## config.mk

```make
export PLATFORM = sky130hd
export DESIGN_NAME = stage_if
export DESIGN_NICKNAME = d
export VERILOG_FILES = /design/src/rtl/stage_if.sv
export SDC_FILE = /design/constraint.sdc
export NUM_CORES = 1
export LEC_CHECK = 0
export ABC_AREA = 0
export ABC_CLOCK_PERIOD_IN_PS = 10700
export CORE_ASPECT_RATIO = 1.4
export CORE_MARGIN = 2
export CORE_UTILIZATION = 56
export CTS_CLUSTER_DIAMETER = 100
export DETAILED_ROUTE_END_ITERATION = 16
export GPL_ROUTABILITY_DRIVEN = 0
export PLACE_DENSITY = 0.92
export RECOVER_POWER = 100
export REMOVE_ABC_BUFFERS = 1
export SLEW_MARGIN = 10
export SYNTH_ARGS = -nofsm -noshare
export SYNTH_HDL_FRONTEND = slang
export SYNTH_SLANG_ARGS = --single-unit
```

## constraint.sdc

```tcl
create_clock -name i_clock -period 10.7 [get_ports i_clock]
set_input_delay 2.14 -clock i_clock [delete_from_list [all_inputs] [get_ports i_clock]]
set_output_delay 2.14 -clock i_clock [all_outputs]
set_load 0.01 [all_outputs]
```

## src/rtl/stage_if.sv

```systemverilog
// Instruction-fetch stage: owns the PC, keeps one imem request in flight at a time and
// hands instructions to decode through an output register backed by a 1-entry skid buffer.
module stage_if #(
    parameter logic [31:0] RESET_PC = 32'h0000_0000,
    parameter logic [31:0] NOP_INST = 32'h0000_0013
) (
    input  logic        i_clock,
    input  logic        i_reset,
    input  logic        i_jump_flag,
    input  logic [31:0] i_jump_addr,
    output logic        o_imem_req,
    output logic [31:0] o_imem_addr,
    input  logic        i_imem_gnt,
    input  logic        i_imem_rvalid,
    input  logic [31:0] i_imem_rdata,
    output logic        o_valid,
    output logic [31:0] o_inst,
    output logic [31:0] o_inst_addr,
    input  logic        i_ready
);

    typedef enum logic [2:0] {
        IDLE,
        REQ,
        WAIT,
        SKID,
        DROP
    } state_t;

    state_t      state;
    state_t      state_next;
    logic [31:0] pc;
    logic [31:0] req_addr;
    logic [31:0] skid_inst;
    logic [31:0] skid_addr;
    logic        xfer;
    logic        granted;
    logic        load_rdata;
    logic        load_skid;
    logic        fill_skid;

    assign xfer    = o_valid & i_ready;
    assign granted = (state == REQ) & i_imem_gnt;

    // A response may go straight to the output when the slot is free or emptying this cycle.
    assign load_rdata = (state == WAIT) & i_imem_rvalid & (~o_valid | i_ready);
    assign fill_skid  = (state == WAIT) & i_imem_rvalid & o_valid & ~i_ready;
    assign load_skid  = (state == SKID) & xfer;

    assign o_imem_addr = {pc[31:2], 2'b00};

    always_comb begin
        state_next = state;
        unique case (state)
            IDLE: state_next = REQ;
            REQ:  if (i_imem_gnt) state_next = WAIT;
            WAIT: begin
                if (i_imem_rvalid) state_next = (~o_valid | i_ready) ? REQ : SKID;
            end
            SKID: if (xfer) state_next = REQ;
            DROP: if (i_imem_rvalid) state_next = REQ;
            default: state_next = IDLE;
        endcase

        // A redirect overrides everything; a request already granted must be drained first.
        if (i_jump_flag) begin
            unique case (state)
                REQ:     state_next = i_imem_gnt ? DROP : REQ;
                WAIT:    state_next = i_imem_rvalid ? REQ : DROP;
                DROP:    state_next = i_imem_rvalid ? REQ : DROP;
                default: state_next = REQ;
            endcase
        end
    end

    always_ff @(posedge i_clock or posedge i_reset) begin
        if (i_reset) begin
            state       <= IDLE;
            o_imem_req  <= 1'b0;
            pc          <= RESET_PC;
            req_addr    <= RESET_PC;
            skid_inst   <= NOP_INST;
            skid_addr   <= RESET_PC;
            o_valid     <= 1'b0;
            o_inst      <= NOP_INST;
            o_inst_addr <= RESET_PC;
        end else begin
            state      <= state_next;
            o_imem_req <= (state_next == REQ);

            if (i_jump_flag) begin
                pc <= {i_jump_addr[31:2], 2'b00};
            end else if (granted) begin
                pc <= pc + 32'd4;
            end

            if (granted) begin
                req_addr <= pc;
            end

            if (fill_skid && !i_jump_flag) begin
                skid_inst <= i_imem_rdata;
                skid_addr <= req_addr;
            end

            if (i_jump_flag) begin
                o_valid <= 1'b0;
                o_inst  <= NOP_INST;
            end else if (load_rdata) begin
                o_valid     <= 1'b1;
                o_inst      <= i_imem_rdata;
                o_inst_addr <= req_addr;
            end else if (load_skid) begin
                o_valid     <= 1'b1;
                o_inst      <= skid_inst;
                o_inst_addr <= skid_addr;
            end else if (xfer) begin
                o_valid <= 1'b0;
                o_inst  <= NOP_INST;
            end
        end
    end

endmodule

```

==> After elaboration in Yosys (flattened, before gate mapping) <==
Cells that the tools add are included.
{ "op_classes": {"n_addsub": 1, "n_eq_ne": 5, "mux": 22, "bitwise": 11, "n_reduce_logical": 8} }
{ "op_table": {"columns": ["cell", "n"], "rows": [
  ["2-to-1 mux 32 bit", 8],
  ["adder 32 x 3 -> 32 bit (second input constant)", 1],
  ["2-to-1 mux 3 bit", 7],
  ["case mux 3 bit (5 select lines)", 1],
  ["bitwise AND 1 bit", 7],
  ["== test 3 x 1 -> 1 bit (second input constant)", 2],
  ["== test 3 x 2 -> 1 bit (second input constant)", 2],
  ["case mux 3 bit (2 select lines)", 1],
  ["2-to-1 mux 1 bit", 4],
  ["nonzero test 2 bit", 2],
  ["nonzero test 4 bit", 1],
  ["== test 3 bit (second input constant)", 1],
  ["logical NOT 3 bit", 1],
  ["inverter 1 bit", 3],
  ["2-to-1 mux 2 bit", 1],
  ["AND reduction 2 bit", 1],
  ["OR reduction 2 bit", 1],
  ["logical AND 1 bit", 1],
  ["logical NOT 1 bit", 1],
  ["bitwise OR 1 bit", 1]
]} }
{ "totals": {"regBits": 197, "out_inout_bits": 98, "elab_cells": 56} }

==> Longest topological paths before layout <==
{ "depth": {"word_depth": 7, "ltp_mapped": 7, "ltp_nobuf": 4} }

==> Worst setup path after synthesis <==
OpenSTA, ideal clock, no wires.
{ "synth_path": {"path_kind": "in2reg", "start": "in i_imem_rvalid", "end": "reg o_inst_addr[14]", "setup_ns": 0.128, "arrival_ns": 3.459, "required_time_ns": 10.572, "path_slack_ns": 7.114, "cell_stages": 6, "path_buffers": 2, "cell_sequence": "nand4bb_1 nor2_1 buf_4 buf_2 mux2_2 mux2_1"} }
{ "synth_between": {"elab_chain_len": 4, "elab_cells_between_ends": 5, "classes_between": "mux (1); bitwise (2); reduce/logical (2)"} }
{ "synth_rtl": {"columns": ["element", "line_no", "source"], "rows": [
  ["start, declared", "14", "input logic i_imem_rvalid,"],
  ["bitwise AND 1 bit (*) (2 in series)", "46", "assign load_rdata = (state == WAIT) & i_imem_rvalid & (~o_valid | i_ready);"],
  ["nonzero test 2 bit (no line)", null, null],
  ["AND reduction 2 bit (no line)", null, null],
  ["end signal, assigned", "112", "o_inst_addr <= req_addr;"],
  ["end signal, assigned", "116", "o_inst_addr <= skid_addr;"],
  ["end, declared", "18", "output logic [31:0] o_inst_addr,"]
]} }
Every way passes the cells marked *; elsewhere a longest branch is shown, timed or not.
A chain may end at the register's enable or synchronous reset.

==> Worst setup path in the final report <==
{ "layout_path": {"start": "in i_jump_flag", "end": "reg skid_addr[26]"} }
{ "layout_between": {"elab_chain_len": 2} }
{ "layout_rtl": {"columns": ["element", "line_no", "source"], "rows": [
  ["start, declared", "9", "input logic i_jump_flag,"],
  ["logical NOT 1 bit", "101", "if (fill_skid && !i_jump_flag) begin"],
  ["logical AND 1 bit", "101", null],
  ["end signal, assigned", "103", "skid_addr <= req_addr;"],
  ["end, declared", "35", "logic [31:0] skid_addr;"]
]} }
No other way between the ends.

==> results.tsv <==
metric	value	unit
Detailed Route Iter0 Violations	332	
outcome	finished, violations left	
number of I/O pins	168	
number of hold buffers added after cts	0	
number of slew-limit violations in the final report	348	
die width	108.1	um
Die Footprint	0.01618	sq mm
worst min-delay path class	register to register	
Setup TNS Final	0	ns
clk sinks	189	
Top FF cell, synth	sky130_fd_sc_hd__dfrtp_1	
wire length per cell	18.64	um
highest fanout seen on the critical path	49	
slowest CP cell	sky130_fd_sc_hd__clkbuf_1	
clock tree from TritonCTS	built	
Setup Fix Bufs, Post-CTS	0	
GR Overflow Total	0	
VDD IR max	0.09488	mV
Resized cells post-CTS	0	
commonest cells after routing, fill and taps aside	sky130_fd_sc_hd__dfrtp_1, sky130_fd_sc_hd__mux2_2, sky130_fd_sc_hd__dlygate4sd3_1	
Warnings, synthesis	0	
number of hold-slack violations in the final timing report	0	
required time of the critical path	10.99	ns
cell chain of the critical path	buf_2 -> clkbuf_1 -> or3_1 -> clkbuf_1 -> mux2_2	
number of H-tree branching levels	4	
transition time at the pin with the least slew margin	5.108	ns
number of buffers created by CTS	17	
leak pwr	4.897	nW
vias in the first global route	6305	
Port-buffer cells	161	
share of flip-flops with an asynchronous set or reset after synthesis	100.0	%
Max Cap Violations	6	
antenna diode count	0	
power per unit of standard cell area	168.2	mW/mm^2
longest individual stage delay on the worst path	1.92	ns
clock period minus final worst setup slack	6.842	ns
share of layout cells above drive strength 1	19.98	%
violations in the final reports	capacitance limit, slew limit	
Layout fillers	1048	
post-synthesis cell count	681	
setup repair after global routing missed its margin	no	
CTS clk-pin slew, worst paths	0.07	ns
insertion delay of the later-clocked pin in the worst-skew pair	0.42	ns
DRT Wirelength	19.17	mm
crit-path most repeated cell	sky130_fd_sc_hd__clkbuf_1	
final-layout worst hold slack	0.4632	ns
count of unique library cells instantiated by Yosys	46	
Placed Instance Area	0.01018	sq mm
antenna violations before repair	0	
sequential area share after synthesis	55.80	%
total standard cell area after synthesis	0.008489	sq mm
site row count	53	
pin count of the biggest net entering global routing	121	
headroom to the max-slew limit	-242.4	%
Clk Tree Root Cell	sky130_fd_sc_hd__clkbuf_16	
maximum clock insertion buffer count	2	
average footprint of a synthesized cell	12.47	sq um
final setup violation count	0	
number of flip-flops and latches in the synthesized netlist	189	
Worst setup SP type	primary input	
number of design rule violations left after detail routing	0	
GRT Resource Usage Total	24.70	%
highest attainable clock frequency	146.2	MHz
final clock period utilization by the worst path	63.94	%
endpoint arrival time on the critical path	7.13	ns
number of synthesized flops with an enable pin	0	
vias	6014	
area growth from synthesis to layout	26.32	%
die height	149.7	um
Core Region	0.01492	sq mm
vias per cell	5.850	
DP HPWL	12.43	mm
nature of the critical path endpoint	register	
starting density of the core	56.90	%
first-pass GRT wire length	31.27	mm
DR pass1 iterations	4	
Clock Skews	0.01525	ns
worst setup path category	primary input to register	
DRT antenna net count	0	
Power Total	1.804	mW
most frequent standard cell in the layout excluding fill and tap cells	sky130_fd_sc_hd__dfrtp_1	
final standard cell area without fillers	0.01072	sq mm
nets	894	
==> sequential cells by signal, summed over array words and instances (netlist names), 3 cells and up <==
name         count
o_inst          32
o_inst_addr     30
pc              30
req_addr        30
skid_addr       30
skid_inst       32
state            3
==> critical path, delay by kind of cell <==
kind | cells | cell delay, ns
mux | 1 | 0.47
simple gates | 1 | 0.91
buf+inv | 3 | 3.55
==> stage by stage <==
stage | util (%) | worst slack, ns | cells
finish | 71.87 | 3.858 | 1028
detailed placement | 68.22 | 5.694 | 996
floorplan | - | 2.337 | 637
CTS | 72.16 | 6.151 | 1028
global placement | 68.22 | 5.727 | 996
global route | 71.87 | 3.544 | 1028
==> cells in the mapped netlist (2+ instances only) <==
cell	count	area (sq um)
sky130_fd_sc_hd__a221oi_1	8	70.07
sky130_fd_sc_hd__a22oi_1	2	15.01
sky130_fd_sc_hd__a31oi_1	14	87.58
sky130_fd_sc_hd__a32oi_1	3	26.28
sky130_fd_sc_hd__and3_1	4	25.02
sky130_fd_sc_hd__and4_1	7	61.31
sky130_fd_sc_hd__buf_2	17	85.08
sky130_fd_sc_hd__buf_4	11	82.58
sky130_fd_sc_hd__clkbuf_1	17	63.81
sky130_fd_sc_hd__dfrtp_1	183	4579
sky130_fd_sc_hd__dfstp_2	6	157.7
sky130_fd_sc_hd__inv_1	7	26.28
sky130_fd_sc_hd__mux2_1	27	304.0
sky130_fd_sc_hd__mux2_2	125	1408
sky130_fd_sc_hd__mux2i_1	22	220.2
sky130_fd_sc_hd__nand2_1	50	187.7
sky130_fd_sc_hd__nand2b_1	4	25.02
sky130_fd_sc_hd__nand3_1	16	80.08
sky130_fd_sc_hd__nand4_1	10	62.56
sky130_fd_sc_hd__nor2_1	26	97.59
sky130_fd_sc_hd__nor2b_1	9	56.30
sky130_fd_sc_hd__nor3_1	8	40.04
sky130_fd_sc_hd__nor4_1	2	12.51
sky130_fd_sc_hd__o211ai_1	4	30.03
sky130_fd_sc_hd__o21ai_0	36	180.2
sky130_fd_sc_hd__o31a_1	4	35.03
sky130_fd_sc_hd__o31ai_1	16	120.1
sky130_fd_sc_hd__or3_1	2	12.51
sky130_fd_sc_hd__or4_1	19	142.6
sky130_fd_sc_hd__xnor2_1	2	17.52
sky130_fd_sc_hd__xor2_1	5	43.79
==> per-layer routing <==
metal | up-vias | GRT usage, % | share of wire (%)
met5 | - | 0 | 0
met4 | 0 | 7.821 | 1.4
met3 | 25 | 5.009 | 4.6
met2 | 167 | 43.33 | 53
met1 | 3060 | 30.55 | 41
li1 | 2762 | - | -
==> where the power goes <==
| group | switching, mW | leakage (nW) | internal (mW) |
|---|---|---|---|
| Clock | 0.281 | 0.276 | 0.351 |
| Combinational | 0.132 | 2.15 | 0.165 |
| Sequential | 0.0736 | 2.47 | 0.801 |
| Total | 0.487 | 4.90 | 1.32 |
==> final cells by class <==
cell class              instances  area [sq um]  area share (%)
flip-flops and latches        189          4737           44.17
inverters                       8         31.28          0.2917
clock buffers                  19         432.9           4.037
well taps                     192         240.2           2.240
multi-input cells             440          3495           32.59
clock inverters                13         155.1           1.447
repair buffers                167          1633           15.23
==> logic make-up after synthesis <==
family | after synthesis | share of synthesized area [%]
AOI/OAI and AO/OA | 91 | 7.001
xor gates and xnor gates | 7 | 0.7222
adders and majority gates | 1 | 0.1474
buffers and inverters | 55 | 3.257
DFF | 189 | 55.80
muxes | 174 | 22.76
other | 1 | 0.04417
and+or+nand+nor | 163 | 10.27
==> final timing paths <==
check | from | endpoint | slack (ns) | cells past startpoint
worst min-delay path | o_inst[0] | o_inst[0] | 0.46 | 2
max in group asynchronous | i_reset | req_addr[30] | 4.46 | 3
worst max-delay path | i_jump_flag | skid_addr[26] | 3.86 | 5
worst min register to register | o_inst[0] | o_inst[0] | 0.46 | 2
worst max register to register | state[2] | o_inst[18] | 5.70 | 6
min in group asynchronous | i_reset | skid_inst[12] | 3.76 | 2
Note: power is estimated with default switching activity, not from simulation.
==> variant, RTL diff (config.mk and constraints unchanged) <==
Make the reset (`i_reset`) synchronous in one clocked block.
--- a/src/rtl/stage_if.sv
+++ b/src/rtl/stage_if.sv
@@ -73,7 +73,7 @@
         end
     end
 
-    always_ff @(posedge i_clock or posedge i_reset) begin
+    always_ff @(posedge i_clock) begin
         if (i_reset) begin
             state       <= IDLE;
             o_imem_req  <= 1'b0;
Function: differs if i_reset is asserted again (counterexample within 4 cycles, from zero or initial values and one cycle with i_reset high); with i_reset held inactive, the same outputs for 4 cycles.
==> variant against the original RTL <==
The run still ends with capacitance limit, slew limit left; critical path depth is 1 higher; sequential cell count stayed put; routed wire length is 9.9% higher; cell area is 6.3% lower; via count is 25% higher; die area is 7.2% lower; area after synthesis is 7.4% lower; largest cell class unchanged; setup slack worse by 500 ps; clock skew is 6.4 ps lower.
Power is not compared: it rests on default switching activity, and its combinational part moved more than twofold at a synthesized area within 25%.
==> variant: results (changes against the original RTL) <==
Outcome -> finished, violations left
Failing checks -> capacitance limit, slew limit
Met1 usage -> 34.3% (+3.7 points)
Nets -> 1,117 (+25%)
Count of non-CTS buffers in the layout -> 173 (+3.6%)
Netlist cell types -> 52 (+13%)
Seq_cells -> 189 (unchanged)
Met2 Usage GRT -> 48.3% (+5.0 points)
Met3 usage -> 4.01% (-1.0 points)
Fraction of area in multi-input gates -> 37.2% (+4.6 points)
Vias in the first global route -> 6,978 (+11%)
RR Endpoint -> pc[23]
Pre-Repair DR Iteration Count -> 6 (+2)
RR Startpoint -> state[1]
Total track usage -> 27.5% (+2.8 points)
Worst-margin pin slew -> 2590 ps (-2520 ps)
Vias -> 7,546 (+25%)
Fin. max-slew vios -> 222 (-36%)
Hold Crit Start -> skid_addr[5]
Layout Cells excl Fill -> 1,244 (+21%)
Hold EP -> skid_addr[5]
Non-clk invs -> 7 (-1)
# fillers -> 1,020 (-2.7%)
R2r setup slk -> 7190 ps (+1490 ps)
WL per Instance -> 16.9 um (-9.2%)
Total of max-cap violations -> 5 (-1)
Fin crit share -> 68.7% (+4.7 points)
Avg Cell Area, Syn -> 8.39 um^2 (-33%)
First-pass GRT wire length -> 34.1 mm (+9.1%)
R2R depth -> 5 (-1)
Max incr delay on CP -> 1850 ps (-70 ps)
Non-clock buffer share -> 16.8% (+1.5 points)
Largest cells by area after synthesis -> dfxtp_1, nand2_1, a21oi_1
Ys flop type -> dfxtp_1
Post-DP HPWL -> 13.3 mm (+7.2%)
variant: cell count changes after synthesis, moves of 43 or more:
cell,delta
mux2_2,-125
a21oi_1,+126
dfrtp_1,-183
dfxtp_1,+189
nand2_1,+165
clkbuf_1,+51
a311oi_1,+43
variant: routing by layer:
metal / vias to the layer above / wire length [um]
met5: - / 0
met4: 0 / 501
met3: 35 / 1240
met2: 332 / 10800
met1: 3580 / 8490
li1: 3599 / -
variant: cell families (layout without fill, tap and decap cells):
kind of cell	count (synthesis)	count (layout)	share of synthesized area [%]
buffers and inverters	93	212	4.82
AO/OA/AOI/OAI	245	245	20.8
flip-flops	189	189	48.1
adder cells (fa/ha/maj)	1	1	0.159
XOR/XNOR	7	7	0.780
other	1	4	0.0477
AND/OR/NAND/NOR	371	371	21.4
multiplexers	30	30	3.82
variant: power by group through the flow:
stage	clock [uW]	sequential [uW]	combinational, uW
after floorplan	0	753	39.9
after global placement	0	753	113
after detailed placement	0	754	115
after CTS	630	738	116
after global routing	663	740	120
final	622	739	111
